`src/rtl/fetch_bundle_gen_if.sv`:
```
// Interface bundling the I-cache port, redirect input, instruction-buffer side
// and FSM debug view of fetch_bundle_gen.
//
// Handshake: icache_req_o/icache_gnt_i transfer one line request on a cycle
// where both are 1 (gnt is only meaningful while req is 1). Exactly one
// icache_rvld_i pulse returns per granted request, in request order.
// bundle_vld_o is nonzero only in the cycle a bundle is transferred, which
// requires buf_full_i=0 in that same cycle.
interface fetch_bundle_gen_if #(
  parameter int PC_W = 64
);
  logic            flush_i;
  logic [PC_W-1:0] redirect_pc_i;
  logic            icache_req_o;
  logic [PC_W-1:0] icache_addr_o;
  logic            icache_gnt_i;
  logic            icache_rvld_i;
  logic [255:0]    icache_line_i;
  logic            buf_full_i;
  logic [255:0]    bundle_inst_o;
  logic [7:0]      bundle_vld_o;
  logic [PC_W-1:0] bundle_pc_o;
  logic [1:0]      dbg_state_o;

  // Fetch unit side.
  modport master (
    input  flush_i, redirect_pc_i, icache_gnt_i, icache_rvld_i, icache_line_i, buf_full_i,
    output icache_req_o, icache_addr_o, bundle_inst_o, bundle_vld_o, bundle_pc_o, dbg_state_o
  );

  // Environment side (I-cache, instruction buffer, redirect source).
  modport slave (
    output flush_i, redirect_pc_i, icache_gnt_i, icache_rvld_i, icache_line_i, buf_full_i,
    input  icache_req_o, icache_addr_o, bundle_inst_o, bundle_vld_o, bundle_pc_o, dbg_state_o
  );
endinterface

```
`src/rtl/fetch_bundle_gen.sv`:
```
// Fetch bundle generator: requests one aligned 32-byte line per fetch, masks
// the slots before the fetch offset and emits an 8-slot bundle to the
// instruction buffer. Redirects abandon the current fetch; responses to
// requests issued before a redirect are counted and discarded in order.
// Optional feature macro: FETCH_BR_CUT_EN (cut the bundle after the first
// branch/jump slot and resume fetch at its fall-through address).
module fetch_bundle_gen #(
  parameter int              PC_W     = 64,
  parameter logic [PC_W-1:0] RESET_PC = '0
) (
  input logic                clock,
  input logic                reset_n,
  fetch_bundle_gen_if.master bus
);

  typedef enum logic [1:0] {
    ST_REQ  = 2'd0,
    ST_WAIT = 2'd1,
    ST_EMIT = 2'd2
  } state_t;

  state_t          r_state, w_state_nxt;
  logic [PC_W-1:2] r_pc, w_pc_nxt;        // word address; byte bits [1:0] are always 0
  logic [255:0]    r_line;
  logic [7:0]      r_mask;
  logic [1:0]      r_drop_cnt, w_drop_nxt; // stale responses still to be discarded
  logic            w_req, w_emit;
  logic            w_rsp_live, w_rsp_stale, w_capture;
  logic [7:0]      w_emit_mask;
  logic [PC_W-1:2] w_pc_seq, w_pc_adv;
  logic            w_unused;

  assign w_unused    = ^bus.redirect_pc_i[1:0];
  assign w_rsp_stale = bus.icache_rvld_i && (r_drop_cnt != 2'd0);
  assign w_rsp_live  = bus.icache_rvld_i && (r_drop_cnt == 2'd0) && (r_state == ST_WAIT);
  assign w_capture   = w_rsp_live && !bus.flush_i;
  assign w_pc_seq    = {r_pc[PC_W-1:5] + (PC_W-5)'(1), 3'b000};

`ifdef FETCH_BR_CUT_EN
  logic       w_cut_hit;
  logic [2:0] w_cut_slot;
  logic [7:0] w_keep;

  function automatic logic is_branch(input logic [5:0] op);
    return (op == 6'h1A) || (op[5:4] == 2'b11);
  endfunction

  // Find the lowest enabled branch slot; trim the bundle after it and resume at its fall-through.
  always_comb begin
    w_cut_hit   = 1'b0;
    w_cut_slot  = 3'd0;
    w_keep      = 8'hFF;
    w_emit_mask = r_mask;
    w_pc_adv    = w_pc_seq;
    for (int k = 7; k >= 0; k--) begin
      if (r_mask[k] && is_branch(r_line[32*k+26 +: 6])) begin
        w_cut_hit  = 1'b1;
        w_cut_slot = 3'(k);
      end
    end
    if (w_cut_hit) begin
      w_keep      = (8'd2 << w_cut_slot) - 8'd1;
      w_emit_mask = r_mask & w_keep;
      w_pc_adv    = {r_pc[PC_W-1:5], 3'b000} + (PC_W-2)'({1'b0, w_cut_slot} + 4'd1);
    end
  end
`else
  assign w_emit_mask = r_mask;
  assign w_pc_adv    = w_pc_seq;
`endif

  // Next-state and handshake outputs; a redirect overrides everything.
  always_comb begin
    w_state_nxt = r_state;
    w_req       = 1'b0;
    w_emit      = 1'b0;
    case (r_state)
      ST_REQ: begin
        w_req = 1'b1;
        if (bus.icache_gnt_i) w_state_nxt = ST_WAIT;
      end
      ST_WAIT: begin
        if (w_rsp_live) w_state_nxt = ST_EMIT;
      end
      ST_EMIT: begin
        if (!bus.buf_full_i) begin
          w_emit      = 1'b1;
          w_state_nxt = ST_REQ;
        end
      end
      default: w_state_nxt = ST_REQ;
    endcase
    if (bus.flush_i) begin
      w_state_nxt = ST_REQ;
      w_emit      = 1'b0;
    end
  end

  // Stale-response bookkeeping: retire one per stale rvld, add one when a redirect orphans a live request.
  always_comb begin
    w_drop_nxt = r_drop_cnt;
    if (w_rsp_stale) w_drop_nxt = w_drop_nxt - 2'd1;
    if (bus.flush_i && (((r_state == ST_REQ) && bus.icache_gnt_i) ||
                        ((r_state == ST_WAIT) && !w_rsp_live)))
      w_drop_nxt = w_drop_nxt + 2'd1;
  end

  // Fetch PC selection: redirect first, otherwise advance when a bundle leaves.
  always_comb begin
    w_pc_nxt = r_pc;
    if (bus.flush_i)  w_pc_nxt = bus.redirect_pc_i[PC_W-1:2];
    else if (w_emit)  w_pc_nxt = w_pc_adv;
  end

  // State, PC, stale count and captured line registers.
  always_ff @(posedge clock or negedge reset_n) begin
    if (!reset_n) begin
      r_state    <= ST_REQ;
      r_pc       <= RESET_PC[PC_W-1:2];
      r_drop_cnt <= 2'd0;
      r_line     <= '0;
      r_mask     <= 8'h00;
    end else begin
      r_state    <= w_state_nxt;
      r_pc       <= w_pc_nxt;
      r_drop_cnt <= w_drop_nxt;
      if (w_capture) begin
        r_line <= bus.icache_line_i;
        r_mask <= 8'hFF << r_pc[4:2];
      end
    end
  end

  assign bus.icache_req_o  = w_req & reset_n;
  assign bus.icache_addr_o = {r_pc[PC_W-1:5], 5'b00000};
  assign bus.bundle_inst_o = r_line;
  assign bus.bundle_vld_o  = w_emit ? w_emit_mask : 8'h00;
  assign bus.bundle_pc_o   = {r_pc[PC_W-1:5], 5'b00000};
  assign bus.dbg_state_o   = r_state;

endmodule

```
`src/flat_wrapper.sv`:
```
// flat-port wrapper written by rule: the top's interface ports become plain ports
module fetch_bundle_gen_flat 
#(
  parameter int              PC_W     = 64,
  parameter logic [PC_W-1:0] RESET_PC = '0
)
  (clock, reset_n, bus_flush_i, bus_redirect_pc_i, bus_icache_gnt_i, bus_icache_rvld_i, bus_icache_line_i, bus_buf_full_i, bus_icache_req_o, bus_icache_addr_o, bus_bundle_inst_o, bus_bundle_vld_o, bus_bundle_pc_o, bus_dbg_state_o);
  fetch_bundle_gen_if #(.PC_W(PC_W)) bus_i ();
  input logic clock;
  input logic reset_n;
  input wire logic [$bits(bus_i.flush_i)-1:0] bus_flush_i;
  input wire logic [$bits(bus_i.redirect_pc_i)-1:0] bus_redirect_pc_i;
  input wire logic [$bits(bus_i.icache_gnt_i)-1:0] bus_icache_gnt_i;
  input wire logic [$bits(bus_i.icache_rvld_i)-1:0] bus_icache_rvld_i;
  input wire logic [$bits(bus_i.icache_line_i)-1:0] bus_icache_line_i;
  input wire logic [$bits(bus_i.buf_full_i)-1:0] bus_buf_full_i;
  output wire logic [$bits(bus_i.icache_req_o)-1:0] bus_icache_req_o;
  output wire logic [$bits(bus_i.icache_addr_o)-1:0] bus_icache_addr_o;
  output wire logic [$bits(bus_i.bundle_inst_o)-1:0] bus_bundle_inst_o;
  output wire logic [$bits(bus_i.bundle_vld_o)-1:0] bus_bundle_vld_o;
  output wire logic [$bits(bus_i.bundle_pc_o)-1:0] bus_bundle_pc_o;
  output wire logic [$bits(bus_i.dbg_state_o)-1:0] bus_dbg_state_o;
  assign bus_i.flush_i = bus_flush_i;
  assign bus_i.redirect_pc_i = bus_redirect_pc_i;
  assign bus_i.icache_gnt_i = bus_icache_gnt_i;
  assign bus_i.icache_rvld_i = bus_icache_rvld_i;
  assign bus_i.icache_line_i = bus_icache_line_i;
  assign bus_i.buf_full_i = bus_buf_full_i;
  assign bus_icache_req_o = bus_i.icache_req_o;
  assign bus_icache_addr_o = bus_i.icache_addr_o;
  assign bus_bundle_inst_o = bus_i.bundle_inst_o;
  assign bus_bundle_vld_o = bus_i.bundle_vld_o;
  assign bus_bundle_pc_o = bus_i.bundle_pc_o;
  assign bus_dbg_state_o = bus_i.dbg_state_o;
  fetch_bundle_gen #(.PC_W(PC_W), .RESET_PC(RESET_PC)) u_core (.clock(clock), .reset_n(reset_n), .bus(bus_i));
endmodule
```
`config.mk`:
```
export PLATFORM = sky130hd
export DESIGN_NAME = fetch_bundle_gen_flat
export DESIGN_NICKNAME = d
export VERILOG_FILES = /design/src/rtl/fetch_bundle_gen_if.sv /design/src/rtl/fetch_bundle_gen.sv /design/src/flat_wrapper.sv
export SDC_FILE = /design/constraint.sdc
export NUM_CORES = 1
export LEC_CHECK = 0
export CORE_AREA = 2 2 280 282
export DETAILED_ROUTE_END_ITERATION = 6
export DIE_AREA = 0 0 282 284
export GPL_TIMING_DRIVEN = 0
export HOLD_SLACK_MARGIN = 0.12
export PLACE_DENSITY = 0.45
export SYNTH_ARGS = -nofsm -noshare
export SYNTH_HDL_FRONTEND = slang
export SYNTH_SLANG_ARGS = --single-unit
```
`constraint.sdc`:
```
create_clock -name clock -period 2.8 [get_ports clock]
set_clock_uncertainty 0.2 [all_clocks]
set_input_delay 0.42 -clock clock [delete_from_list [all_inputs] [get_ports clock]]
set_output_delay 0.42 -clock clock [all_outputs]
set_load 0.005 [all_outputs]
```
==> results.json <==
{
  "r2r-end": "u_core.r_pc[38]$_DFFE_PN0P_",
  "required_ns": 3.10,
  "n_fill_cell": 7850,
  "overflow": 0,
  "endpoint_kind": "flop",
  "setup_viol": 0,
  "top_usage_layer": "met2",
  "yosysWarningCount": 0,
  "fin_crit_sh": 0.9980,
  "antenna_found_initial": 7,
  "clkLatencyLatePin_ns": 0.56,
  "cts.sink_count": 330,
  "worst-slew-pin-transition_ns": 0.7831,
  "layout_common_cells": "697 x clkdlybuf4s50_1, 325 x dfrtp_1, 259 x mux2_2",
  "die_y_um": 284,
  "grt_util_all_layers": 0.1498,
  "die_area_um2": 80090,
  "grt_first_pass_wirelength_mm": 89.55,
  "synth-edff-count": 0,
  "synth_flop_cell": "dfrtp_1",
  "yosys.area.top_type": "dfrtp_1",
  "cellLeakagePower_nw": 10.68,
  "async_reset_ff_frac": 1.000,
  "htreeDepth": 2,
  "rsz0062_at_grt": "true",
  "grt_max_degree": 106,
  "r2r_slack_ns": 0.006,
  "dr.pass1.iters": 5,
  "finalHoldViolCount": 0,
  "drt_iter0_drc": 573,
  "dpl.hpwl_mm": 47.35,
  "placed_cells": 2935,
  "start_kind": "flop",
  "drive_gt1_frac": 0.2671,
  "antenna_left": 0,
  "finalMaxSlewViolations": 0,
  "grtUsageMet1": 0.1723,
  "final.min_clock_period_ns": 2.794,
  "grt_pass1_vias": 13033,
  "reg2reg_depth": 5,
  "powerDensity_nw_per_um2": 824.6,
  "syn2layout_area_growth_pct": 71.07,
  "num_rows": 102,
  "cp_max_fo": 4,
  "pin_count": 721,
  "cts_buffers": 43,
  "synth_area_leaders": "dfrtp_1 56%, mux2_2 20%, buf_4 6.5%",
  "via_count": 12247,
  "final_nets": 2296,
  "status": "completed",
  "power.total_mw": 20.81,
  "grt_util_met3": 0.04281,
  "vias_per_cell": 4.026,
  "avgSynthCellArea_um2": 12.55,
  "timing.fmax_mhz": 357.8,
  "instances_no_fill": 3042,
  "wire_per_inst_um": 20.23,
  "ctsLongestPathBuffers": 3,
  "core_um2": 76960,
  "critPathLaunch": "u_core.bus.dbg_state_o[0]$_DFFE_PN0P_",
  "timing.slew.headroom": 0.4779,
  "met2_usage": 0.2714,
  "synthCells": 1175,
  "tns_ns": 0,
  "final_common_cell": "clkdlybuf4s50_1",
  "synth_seq_area_share": 0.5599,
  "synth_area_um2": 14750,
  "drc_errors": 0,
  "drt_wl_total_mm": 61.55,
  "maxCapViolCount": 0,
  "clk_pin_slew_ns": 0.06,
  "die_width_um": 282,
  "cts-root-buf": "clkbuf_16",
  "cts_tree": "built",
  "hp-class": "primary input to flop",
  "crit_end": "u_core.r_pc[38]$_DFFE_PN0P_",
  "vdd_drop_max_v": 0.0005225,
  "timing.rr.start": "u_core.bus.dbg_state_o[0]$_DFFE_PN0P_",
  "start_util": 0.1917,
  "synth_top_area_share": 0.5599,
  "crit_type": "flop to flop",
  "cp.arrival_ns": 3.09,
  "synth_cell_types": 50,
  "ys_seq_elements": 330,
  "gp_congestion": 0.8480,
  "port_buffers": 708
}
-- synth_stat cells (all sizes together), types with 15 or more instances --
cell and count:
buf 134, xnor2 23, nand3 34, nand2 74, nand4 28, nor4 15
dfrtp 330, clkbuf 54, o21ai 50, mux2 259, nor2 17, xor2 16
and3 20
-- routing by layer --
layer	wire [um]	up-vias
met4	1066	8
met3	4515	74
met2	32360	434
met1	23570	6127
met5	46	-
li1	-	5604
-- area by class of cell --
type	count	area (um2)	area share
sequential	330	8264	0.3275
timing repair buffer	747	7596	0.3011
multi-input combinational	658	5418	0.2147
tap	1040	1301	0.05157
clock buffer	65	1289	0.05108
buffer	180	1200	0.04756
clock inverter	11	126.4	0.005008
inverter	8	30.03	0.001190
antenna	3	7.507	0.0002975
-- state kept, by name, summed over array words and instances (netlist names) --
signal                    flops
u_core.bus.bundle_inst_o    256
u_core.r_pc                  62
u_core.r_mask                 8
u_core.r_drop_cnt             2
u_core.bus.dbg_state_o        2
-- where the power goes --
group          leakage [nW]  internal [mW]  switching (mW)  total [mW]
registers              4.10           6.63            1.13        7.76
clock network         0.695           3.28            2.23        5.51
logic                  5.89           5.16            2.38        7.54
total                  10.7           15.1            5.74        20.8
-- through the flow --
step / instance area, um2 / hold WS, ns / setup slack, ns / utilization
after global routing: 25230 / 0.1320 / -0.04569 / 0.3278
after floorplan: 14800 / -0.07559 / -0.03108 / -
after CTS: 25150 / 0.1632 / -0.1464 / 0.3268
after global placement: 23190 / 0.2448 / -14.60 / 0.3013
final: 25230 / 0.1327 / 0.005520 / 0.3279
after detailed placement: 23290 / 0.09670 / -1.390 / 0.3026
-- critical path: stages (launching register included) --
cell and delay (ns):
dfrtp_2 0.44, or3b_4 0.44, or4_4 0.59, or4_4 0.55
or4_1 0.41, nand3_1 0.09
-- worst min path at each step --
stage,endpoint,cells after the start,from
2_1_floorplan,u_core.bus.bundle_inst_o[0]$_DFFE_PN0P_,0,reset_n
3_3_place_gp,u_core.r_mask[7]$_DFFE_PN0P_,1,u_core.r_mask[7]$_DFFE_PN0P_
3_5_place_dp,u_core.bus.bundle_inst_o[106]$_DFFE_PN0P_,1,reset_n
4_1_cts,u_core.r_pc[57]$_DFFE_PN0P_,3,bus_redirect_pc_i[57]
5_1_grt,u_core.bus.dbg_state_o[1]$_DFFE_PN0P_,3,bus_buf_full_i
6_report,u_core.bus.dbg_state_o[1]$_DFFE_PN0P_,3,bus_buf_full_i
-- kinds of logic (layout without fill, tap and decap cells) --
group | Yosys count | in the layout | share of synthesized area
compound gates | 87 | 87 | 0.03512
xor+xnor | 39 | 39 | 0.02316
fa+ha+maj | 2 | 2 | 0.001696
buf+inv | 196 | 1011 | 0.08313
flops | 330 | 330 | 0.5599
mux | 268 | 268 | 0.2039
other cells | 1 | 13 | 0.0002543
simple gates | 252 | 252 | 0.09289
-- repair_timing --
| action | 4_1_cts | 5_1_grt |
|---|---|---|
| gates resized for setup | 46 | 26 |
| gates cloned | 2 | 0 |
| endpoints found under the setup margin | 313 | 95 |
| hold buffers | 10 | 0 |
| setup buffers | 16 | 8 |
| pin swaps | 9 | 12 |
| hold endpoints to repair | 232 | 0 |
Power figures use the tool's default switching activity.
